--- src/rtl/cmp_seq.sv ---
// cmp_seq: multi-mode chunked integer comparator for the ALU compare path.
// Scans operands MSB-first CHUNK bits per clock; mask result over valid/ready.
module cmp_seq #(
  parameter int WIDTH      = 32,
  parameter int CHUNK      = 8,
  parameter int EARLY_EXIT = 1
) (
  input  logic             clk,
  input  logic             rst_n,
  input  logic             in_valid,
  output logic             in_ready,
  input  logic [WIDTH-1:0] inA,
  input  logic [WIDTH-1:0] inB,
  input  logic [2:0]       mode,
  output logic             out_valid,
  input  logic             out_ready,
  output logic [WIDTH-1:0] cmpout,
  output logic             flag,
  output logic             err
);

  localparam int NCH = WIDTH / CHUNK;
  localparam int IW  = (NCH > 1) ? $clog2(NCH) : 1;
  localparam logic [WIDTH-1:0] MSB = {1'b1, {(WIDTH-1){1'b0}}};

  typedef enum logic [1:0] {
    IDLE = 2'd0,
    BUSY = 2'd1,
    DONE = 2'd2
  } state_t;

  state_t           state_q, state_d;
  logic [WIDTH-1:0] a_q, a_d, b_q, b_d;
  logic [2:0]       md_q, md_d;
  logic [IW-1:0]    idx_q, idx_d;
  logic             dec_q, dec_d;
  logic             lt_q, lt_d;
  logic [WIDTH-1:0] cmp_q, cmp_d;
  logic             flag_q, flag_d;
  logic             err_q, err_d;

  logic [CHUNK-1:0] ach, bch;
  logic             diff, dnow, ltnow, res, sgn, rsv, fin;

  // Operands shift left each step, so the live chunk is always the top one.
  assign ach = a_q[WIDTH-1 -: CHUNK];
  assign bch = b_q[WIDTH-1 -: CHUNK];
  assign diff  = (ach != bch);
  assign dnow  = dec_q | diff;
  assign ltnow = dec_q ? lt_q : (ach < bch);
  assign sgn = (mode == 3'b010) | (mode == 3'b100);
  assign rsv = mode[2] & mode[1];
  assign fin = ((EARLY_EXIT != 0) && diff && !dec_q) || (idx_q == '0);

  always_comb begin
    res = 1'b0;
    case (md_q)
      3'b000:         res = !dnow;
      3'b001:         res = dnow;
      3'b010, 3'b011: res = dnow && ltnow;
      3'b100, 3'b101: res = !(dnow && ltnow);
      default:        res = 1'b0;
    endcase
  end

  always_comb begin
    state_d = state_q;
    a_d     = a_q;
    b_d     = b_q;
    md_d    = md_q;
    idx_d   = idx_q;
    dec_d   = dec_q;
    lt_d    = lt_q;
    cmp_d   = cmp_q;
    flag_d  = flag_q;
    err_d   = err_q;
    case (state_q)
      IDLE: begin
        if (in_valid) begin
          a_d   = sgn ? (inA ^ MSB) : inA;
          b_d   = sgn ? (inB ^ MSB) : inB;
          md_d  = mode;
          idx_d = IW'(NCH - 1);
          dec_d = 1'b0;
          lt_d  = 1'b0;
          if (rsv) begin
            state_d = DONE;
            cmp_d   = '0;
            flag_d  = 1'b1;
            err_d   = 1'b1;
          end else begin
            state_d = BUSY;
          end
        end
      end
      BUSY: begin
        dec_d = dnow;
        lt_d  = dnow && ltnow;
        a_d   = a_q << CHUNK;
        b_d   = b_q << CHUNK;
        if (fin) begin
          state_d = DONE;
          cmp_d   = {WIDTH{res}};
          flag_d  = !res;
          err_d   = 1'b0;
        end else begin
          idx_d = idx_q - IW'(1);
        end
      end
      DONE: begin
        if (out_ready) state_d = IDLE;
      end
      default: state_d = IDLE;
    endcase
  end

  always_ff @(posedge clk or negedge rst_n) begin
    if (!rst_n) begin
      state_q <= IDLE;
      a_q     <= '0;
      b_q     <= '0;
      md_q    <= '0;
      idx_q   <= '0;
      dec_q   <= 1'b0;
      lt_q    <= 1'b0;
      cmp_q   <= '0;
      flag_q  <= 1'b1;
      err_q   <= 1'b0;
    end else begin
      state_q <= state_d;
      a_q     <= a_d;
      b_q     <= b_d;
      md_q    <= md_d;
      idx_q   <= idx_d;
      dec_q   <= dec_d;
      lt_q    <= lt_d;
      cmp_q   <= cmp_d;
      flag_q  <= flag_d;
      err_q   <= err_d;
    end
  end

  assign in_ready  = (state_q == IDLE);
  assign out_valid = (state_q == DONE);
  assign cmpout    = cmp_q;
  assign flag      = flag_q;
  assign err       = err_q;

endmodule

--- config.mk ---
export PLATFORM = sky130hd
export DESIGN_NAME = cmp_seq
export DESIGN_NICKNAME = d
export VERILOG_FILES = /design/src/rtl/cmp_seq.sv
export SDC_FILE = /design/constraint.sdc
export NUM_CORES = 1
export LEC_CHECK = 0
export ABC_CLOCK_PERIOD_IN_PS = 4250
export BUFFER_PORTS_ARGS = -buffer_cell sky130_fd_sc_hd__buf_4
export CORE_UTILIZATION = 38
export CTS_CLUSTER_SIZE = 24
export DETAILED_ROUTE_END_ITERATION = 7
export GPL_TIMING_DRIVEN = 0
export PLACE_DENSITY_LB_ADDON = 0.3
export SLEW_MARGIN = 20
export SYNTH_ARGS = -nofsm -noshare
export SYNTH_HDL_FRONTEND = slang
export SYNTH_SLANG_ARGS = --single-unit
export TNS_END_PERCENT = 20
--- constraint.sdc ---
create_clock -name clk -period 4.25 [get_ports clk]
set_input_delay 1.275 -clock clk [delete_from_list [all_inputs] [get_ports clk]]
set_output_delay 1.275 -clock clk [all_outputs]
set_load 0.1 [all_outputs]
; After elaboration in Yosys (flattened, before gate mapping)
; Cells that the tools add are included.
[word_totals]
mem_count = 0
reg_bits = 107
wordCells = 79
latch_bits = 0
ram_bits = 0
mem_bits_ro = 0
[classes]
bitwise_logic = 5
n_reduce_logical = 18
n_div = 0
eq_ne = 15
multipliers = 0
muxes = 29
add_sub_neg = 1
n_lt_le_gt_ge = 1
shifts = 0
[ops]
columns = cell, count
row1 = 32-bit two-way mux, 7
row2 = 32-bit case mux with 2 select lines, 3
row3 = 2-bit two-way mux, 6
row4 = 3-bit by 2-bit equality test with 1-bit output (second input constant), 3
row5 = 3-bit equality test (second input constant), 3
row6 = 8-bit less-than comparator, 1
row7 = 8-bit != test, 1
row8 = 1-bit case mux with 2 select lines, 4
row9 = 1-bit two-way mux, 6
row10 = 2-bit != test (second input constant), 3
row11 = 2-bit case mux with 3 select lines, 1
row12 = 3-bit AND reduction, 2
row13 = 1-bit zero test, 4
row14 = 2-bit zero test, 2
row15 = 2-bit by 1-bit != test with 1-bit output (second input constant), 2
row16 = 1-bit case mux with 4 select lines, 1
row17 = 2-bit case mux with 2 select lines, 1
row18 = 2-bit AND reduction, 2
row19 = 4-bit AND reduction, 1
row20 = 2-bit OR reduction, 2
row21 = 3-bit by 1-bit equality test with 1-bit output (second input constant), 1
row22 = 3-bit zero test, 1
row23 = 2-bit by 1-bit equality test with 1-bit output (second input constant), 1
row24 = 2-bit equality test (second input constant), 1
row25 = other kinds (7), 10

; Longest topological paths before layout
; Gate-level depths: netlist of the first run.
[depth]
ltp_word = 8
ltp_mapped = 8
ltp_nobuf = 8

; Least setup slack after synthesis of the first run
; OpenSTA, ideal clock, no wires.
[synth_path]
path_type = register to output
from = reg cmpout[30] (netlist name)
to = out cmpout[10]
path_slack_ns = 1.137
arrival_time_ns = 1.838
t_required_ns = 2.975
n_path_buf = 1
stages_incl_launch_ff = 2
cell_sequence = dfrtp_1 > buf_4
[synth_lines]
columns = item, line
row1 = to (decl), 17  ; output logic [WIDTH-1:0] cmpout,

==> impl_metrics.csv, run 1 <==
group,metric,value,unit
synthesis,netlist.area_leader.share,51.6,%
final_layout,areaGrowthSynthToFinish,31.4,%
final_layout,antenna_cells,0,
setup_path,cp_max_fo,33,
synthesis,synth-main-ff-cell,"dfrtp_1",
grt,track_usage,19.2,%
final_layout,nets,593,
setup_path,rr_worst_depth,7,
synthesis,yosysSeqAreaShare,52.4,%
synthesis,syn_nets,476,
sta,grt_setup_unrepaired,"no",
placement,port_buffers,106,
setup_path,crit_path_end,"cmpout[16]",
clock_tree,cts_made_buffers,9,
setup_path,critPathBufInv,2,
clock_tree,ctsHoldBuffers,0,
setup_path,startpoint,"cmpout[30]",
synthesis,syn-cell-area,3630,µm²
power_and_ir_drop,power.density,881,nW/µm²
drt,ant_nets,0,
synthesis,ys_types,34,
setup_path,crit_top_cell,"buf_4",
grt,grt_pass1_wl,14600,µm
sta,hold_viol,0,
synthesis,post_synth.cell_area_avg,9.18,µm²
drt,viasPerCell,4.82,
clock_tree,postCtsSetupRepairBufs,0,
synthesis,yosysWarnings,0,
sta,timing.fmax,0.326,GHz
sta,skew,7.89,ps
synthesis,synth_most_common_cell,"nand2_1",
setup_path,start_kind,"flip-flop",
setup_path,r2r-end,"cmpout[30]",
sta,finalSetupViolations,0,
placement,gp_congestion,0.816,
sta,holdWs,467,ps
clock_tree,tritoncts,"done",
sta,period_minus_slack,3070,ps
drt,drt_first_iter_violations,166,
drt,drc,0,
floorplanning,start_util,39.3,%
setup_path,cp.depth,2,
synthesis,async_reset_ff_share,100,%
clock_tree,ctsHtreeMaxLevel,3,
status,status,"completed",
synthesis,synth_edf_count,0,
setup_path,crit_chain,"buf_4 -> buf_4",
floorplanning,coreArea,9240,µm²
power_and_ir_drop,ir_worst_vdd,0.000477,V
drt,wl,9100,µm
setup_path,regToRegStartpoint,"a_q[30]",
sta,tightest_slew,942,ps
setup_path,crit_slowest_cell,"dfrtp_1",
placement,dp_hpwl,6640,µm
setup_path,cp.arrival,1790,ps
floorplanning,die_x,99.8,µm
final_layout,fin_cells,647,
setup_path,cp_data_required_time,2970,ps
synthesis,yosysTopAreaCell,"dfrtp_1",
sta,report.final.slew_viol_count,0,
grt,antenna_found_initial,0,
hold_path,holdCritPathClass,"reg -> reg",
placement,dp_cells,631,
synthesis,ys_top_cells_by_count,"nand2_1, dfrtp_1, a22oi_1",
setup_path,path_delay_family,"flip-flops",
final_layout,layout-drive-gt1-share,31.3,%
clock_tree,clock-root-buffer,"clkbuf_8",
clock_tree,cts_buffer_depth,2,
grt,grt_overflow,0,
power_and_ir_drop,p_leak,2.50,nW
sta,slew-limit-headroom,37.2,%
setup_path,cp-end-kind,"output pin",
clock_tree,cts_resized,0,
synthesis,ys_ff_latch,76,
power_and_ir_drop,finalPower,4.21,mW
grt,grt_pass1_vias,2967,
drt,vias,3120,
drt,drt_first_pass_iters,5,
floorplanning,die-area,9960,µm²
setup_path,crit_type,"reg -> out",
clock_tree,clock_sinks,76,
clock_tree,clock_latency,350,ps
drt,detail_route.wl_per_cell,14.1,µm
grt,grt_max_degree,77,
floorplanning,fp-row-count,35,
sta,final.setup.tns,0,ps
setup_path,max_stage_delay,930,ps
synthesis,synth_area_leaders,"dfrtp_1, nand2_1, a22oi_1",
job,cap_violations,0,
floorplanning,die_h,99.8,µm
setup_path,rrSetupSlack,2050,ps
floorplanning,num_io_pins,107,
clock_tree,clkSlewWorstSetupHoldPaths,80,ps
synthesis,synth_cells,396,
sta,fin_crit_sh,72.2,%
-- logic make-up after synthesis --
family / after synthesis / synth area share, %
compound gates: 76 / 14.7
xor+xnor: 3 / 0.723
fa+ha+maj: 9 / 3.10
buf+inv: 66 / 10.2
flops: 76 / 52.4
mux: 1 / 0.310
simple gates: 165 / 18.6
-- state kept, by name (all words and copies together) (netlist names) --
signal	flops
a_q	32
b_q	32
cmpout	1
dec_q	1
err	1
flag	1
idx_q	2
lt_q	1
md_q	3
state_q	2
-- stage by stage --
step | instance area [µm²] | util [%] | worst slack, ps
finish | 4780 | 51.7 | 1180
global route | 4780 | 51.7 | 1040
CTS | 4780 | 51.7 | 1150
detailed placement | 4590 | 49.7 | 1520
global placement | 4590 | 49.7 | 1540
floorplan | 3630 | - | 1140
-- worst register-to-register path, delay by kind of cell, from the launching register on --
| kind | cells | cell delay, ps |
|---|---|---|
| mux | 1 | 350 |
| compound gates | 3 | 650 |
| flops | 1 | 400 |
| simple gates | 2 | 390 |
| fa+ha+maj | 1 | 300 |
-- cell type report --
cell class,count,area (µm²)
Buffer,53,320
Clock buffer,11,131
Clock inverter,5,52.6
Fill cell,876,4460
Inverter,13,48.8
Multi-Input combinational cell,254,1360
Sequential cell,76,1900
Tap cell,129,161
Timing Repair Buffer,106,796
-- report_power, final --
| part | switching [mW] | internal, mW |
|---|---|---|
| combinational | 1.67 | 0.716 |
| clock | 0.266 | 0.269 |
| sequential | 0.221 | 1.06 |
-- layer usage --
layer	wire length (µm)	vias up	track usage (%)
met5	0	-	0
met2	4370	88	31.1
met4	171	0	7.01
li1	-	1548	-
met1	4110	1471	25.4
met3	445	13	4.18
-- worst min-delay path by stage --
| stage | depth (start not counted) | slack, ps | endpoint | start |
|---|---|---|---|---|
| floorplan | 1 | 440 | idx_q[0] | idx_q[0] |
| global placement | 2 | 450 | flag | flag |
| detailed placement | 2 | 460 | flag | flag |
| CTS | 2 | 470 | flag | flag |
| global route | 2 | 490 | flag | flag |
| finish | 2 | 470 | flag | flag |
-- cells in the final DEF (no fill, tap or decap), types with 2 or more instances in the layout --
master / synthesis / layout
o22ai_1: 6 / 6
o21ai_0: 10 / 10
a211oi_2: 2 / 2
inv_1: 13 / 13
clkbuf_1: 13 / 15
nand2b_1: 3 / 3
buf_1: 5 / 5
nand2_1: 113 / 113
a21oi_1: 6 / 6
buf_2: 4 / 4
clkinv_2: 0 / 3
dfrtp_1: 75 / 75
nor2_1: 19 / 19
nor3_1: 3 / 3
nand3_1: 17 / 17
or3_1: 2 / 2
nor2b_1: 2 / 2
buf_4: 31 / 137
nand4_1: 2 / 2
ha_1: 9 / 9
a31oi_1: 2 / 2
a22oi_1: 42 / 42
o31ai_1: 2 / 2
clkbuf_8: 0 / 9
nor2_2: 2 / 2
xnor2_1: 3 / 3
(Power assumes the default switching activity.)
==> run 2, diff against run 1 <==
--- a/config.mk
+++ b/config.mk
@@ -5,7 +5,8 @@
 export SDC_FILE = /design/constraint.sdc
 export NUM_CORES = 1
 export LEC_CHECK = 0
-export ABC_CLOCK_PERIOD_IN_PS = 4250
+export ABC_AREA = 1
+export ABC_CLOCK_PERIOD_IN_PS = 2900
 export BUFFER_PORTS_ARGS = -buffer_cell sky130_fd_sc_hd__buf_4
 export CORE_UTILIZATION = 38
 export CTS_CLUSTER_SIZE = 24
==> constraint.sdc (replaced) <==
create_clock -name clk -period 2.9 [get_ports clk]
set_input_delay 0.87 -clock clk [delete_from_list [all_inputs] [get_ports clk]]
set_output_delay 0.87 -clock clk [all_outputs]
set_load 0.1 [all_outputs]
==> run 2 against run 1 <==
Effect of this change: clock-buffer cell count fell by 1; highest routed layer unchanged; first-iteration DRC count fell by 23%; largest cell class unchanged; routed wire length rose by 6.6%; critical endpoint is now in_ready; utilization fell by 0.27 points; area after synthesis rose by 4.6%; clock skew rose by 1.8 ps.
==> impl_metrics.csv, run 2 <==
group,metric,value,unit
drt,viasPerCell,4.93,
drt,drt-met1-wl,4420,µm
grt,grt_pass1_vias,3281,
sta,final.setup.tns,0,ps
power_and_ir_drop,ir_worst_vdd,0.000790,V
floorplanning,die-area,10400,µm²
clock_tree,postCtsSetupRepairBufs,0,
synthesis,netlist.area_leader.share,49.4,%
placement,gp_congestion,0.792,
grt,track_usage,20.2,%
drt,topRoutingLayerUsed,"met4",
sta,post-route-worst-setup-slack,143,ps
setup_path,start_kind,"flip-flop",
synthesis,ys_top_cells_by_count,"dfrtp_1, inv_1, nand3_1",
floorplanning,start_util,39.1,%
floorplanning,fp-row-count,36,
drt,drt_first_pass_iters,4,
power_and_ir_drop,power.density,1370,nW/µm²
clock_tree,clock-root-buffer,"clkbuf_8",
synthesis,ys_ff_latch,76,
sta,holdWs,501,ps
floorplanning,coreArea,9730,µm²
sta,period_minus_slack,2760,ps
sta,hold_viol,0,
clock_tree,tritoncts,"done",
hold_path,hold_depth,1,
sta,tightest_slew,949,ps
synthesis,yosysTopAreaCell,"dfrtp_1",
grt,grt_max_degree,77,
setup_path,cp-end-kind,"output pin",
clock_tree,clock_latency,360,ps
drt,drt_first_iter_violations,127,
clock_tree,clkSlewWorstSetupHoldPaths,80,ps
drt,detail_route.wl_per_cell,14.7,µm
grt,grt_overflow,0,
setup_path,rrSetupSlack,1090,ps
clock_tree,cts_resized,0,
synthesis,syn_nets,485,
synthesis,async_reset_ff_share,100,%
final_layout,antenna_cells,0,
synthesis,ys_types,32,
synthesis,synth-main-ff-cell,"dfrtp_1",
final_layout,nets,602,
final_layout,layout-drive-gt1-share,33.8,%
synthesis,post_synth.cell_area_avg,9.39,µm²
setup_path,startpoint,"state_q[1]",
placement,dp_slack,557,ps
final_layout,fin_area,5000,µm²
job,cap_violations,0,
hold_path,min_from,"b_q[7]",
setup_path,rr_worst_depth,11,
sta,report.final.slew_viol_count,0,
placement,port_buffers,106,
setup_path,crit_top_cell,"buf_4",
drt,wl_met3,503,µm
setup_path,crit_chain,"nor2_2 -> buf_4 -> buf_2 -> buf_4",
final_layout,final_common_cell,"buf_4",
synthesis,syn-cell-area,3800,µm²
drt,ant_nets,0,
clock_tree,ctsHtreeMaxLevel,3,
setup_path,r2r-end,"flag",
clock_tree,cts_buffer_depth,2,
power_and_ir_drop,finalPower,6.86,mW
setup_path,max_stage_delay,450,ps
setup_path,crit_slowest_cell,"dfrtp_1",
floorplanning,die_h,102,µm
floorplanning,die_x,102,µm
clock_tree,clock_sinks,76,
setup_path,cp_max_fo,10,
synthesis,synth_most_common_cell,"dfrtp_1",
final_layout,fillers,945,
drt,wl,9700,µm
grt,antenna_found_initial,0,
drt,drc,0,
sta,grt_setup_unrepaired,"no",
synthesis,yosysSeqAreaShare,50.1,%
synthesis,synth_area_leaders,"dfrtp_1, nand3_1, buf_4",
synthesis,yosysWarnings,0,
setup_path,cp.arrival,1890,ps
synthesis,synth_cells,405,
drt,route.met2.wl,4560,µm
sta,finalSetupViolations,0,
setup_path,regToRegStartpoint,"b_q[27]",
setup_path,cp_data_required_time,2030,ps
setup_path,crit_type,"reg -> out",
placement,dp_hpwl,6980,µm
clock_tree,cts_made_buffers,9,
placement,placed_cell_area,4760,µm²
hold_path,holdPathEnd,"b_q[7]",
sta,timing.fmax,0.363,GHz
sta,slew-limit-headroom,36.7,%
drt,vias,3256,
floorplanning,num_io_pins,107,
final_layout,areaGrowthSynthToFinish,31.6,%
power_and_ir_drop,p_leak,2.52,nW
grt,grt_pass1_wl,15600,µm
synthesis,synth_edf_count,0,
hold_path,holdCritPathClass,"reg -> reg",
sta,skew,9.67,ps
final_layout,final_cell_mix,"buf_4, dfrtp_1, inv_1, nand3_1, nand2_1",
sta,fin_crit_sh,95.1,%
status,status,"completed",
final_layout,reg_top3,"a_q (32), b_q (32), md_q (3)",
clock_tree,ctsHoldBuffers,0,
## run 2: worst max-delay path by stage
stage	end	slack [ps]
4_1_cts	in_ready	160
3_3_place_gp	in_ready	580
3_5_place_dp	in_ready	560
6_report	in_ready	140
5_1_grt	in_ready	70
2_1_floorplan	cmpout[10]	190
## run 2: stage by stage
step / instances / utilization [%]
final: 660 / 51.4
after global routing: 660 / 51.4
after CTS: 660 / 51.4
after detailed placement: 644 / 49.0
after global placement: 644 / 49.0
after floorplan: 405 / -
## run 2: critical path: cells and delay by family (launching register included)
family                 cells  cell delay (ps)
buffers and inverters      3              850
AND/OR/NAND/NOR            1              230
flip-flops                 1              450
## run 2: report_power, final
part	switching (mW)	internal [mW]
Sequential	0.240	1.57
Clock	0.403	0.573
Combinational	2.85	1.22
## run 2: logic make-up after synthesis
family / after synthesis / synth area share, %
buf+inv: 124 / 16.3
simple gates: 106 / 12.8
compound gates: 86 / 16.8
flops: 76 / 50.1
fa+ha+maj: 9 / 2.96
xor+xnor: 2 / 0.461
mux: 2 / 0.592
## run 2: cell type report
type / instances / area, µm² / area share [%]
clock buffer: 10 / 128 / 2.55
sequential: 76 / 1900 / 38.0
timing repair buffer: 106 / 796 / 15.9
tap: 133 / 166 / 3.33
inverter: 69 / 259 / 5.18
multi-input combinational: 205 / 1280 / 25.5
clock inverter: 6 / 111 / 2.23
buffer: 55 / 362 / 7.23
## run 2: layer usage
metal	up-vias	GRT usage (%)
met3	16	4.51
met2	99	32.1
met4	0	9.45
li1	1592	-
met1	1549	26.4
met5	-	0
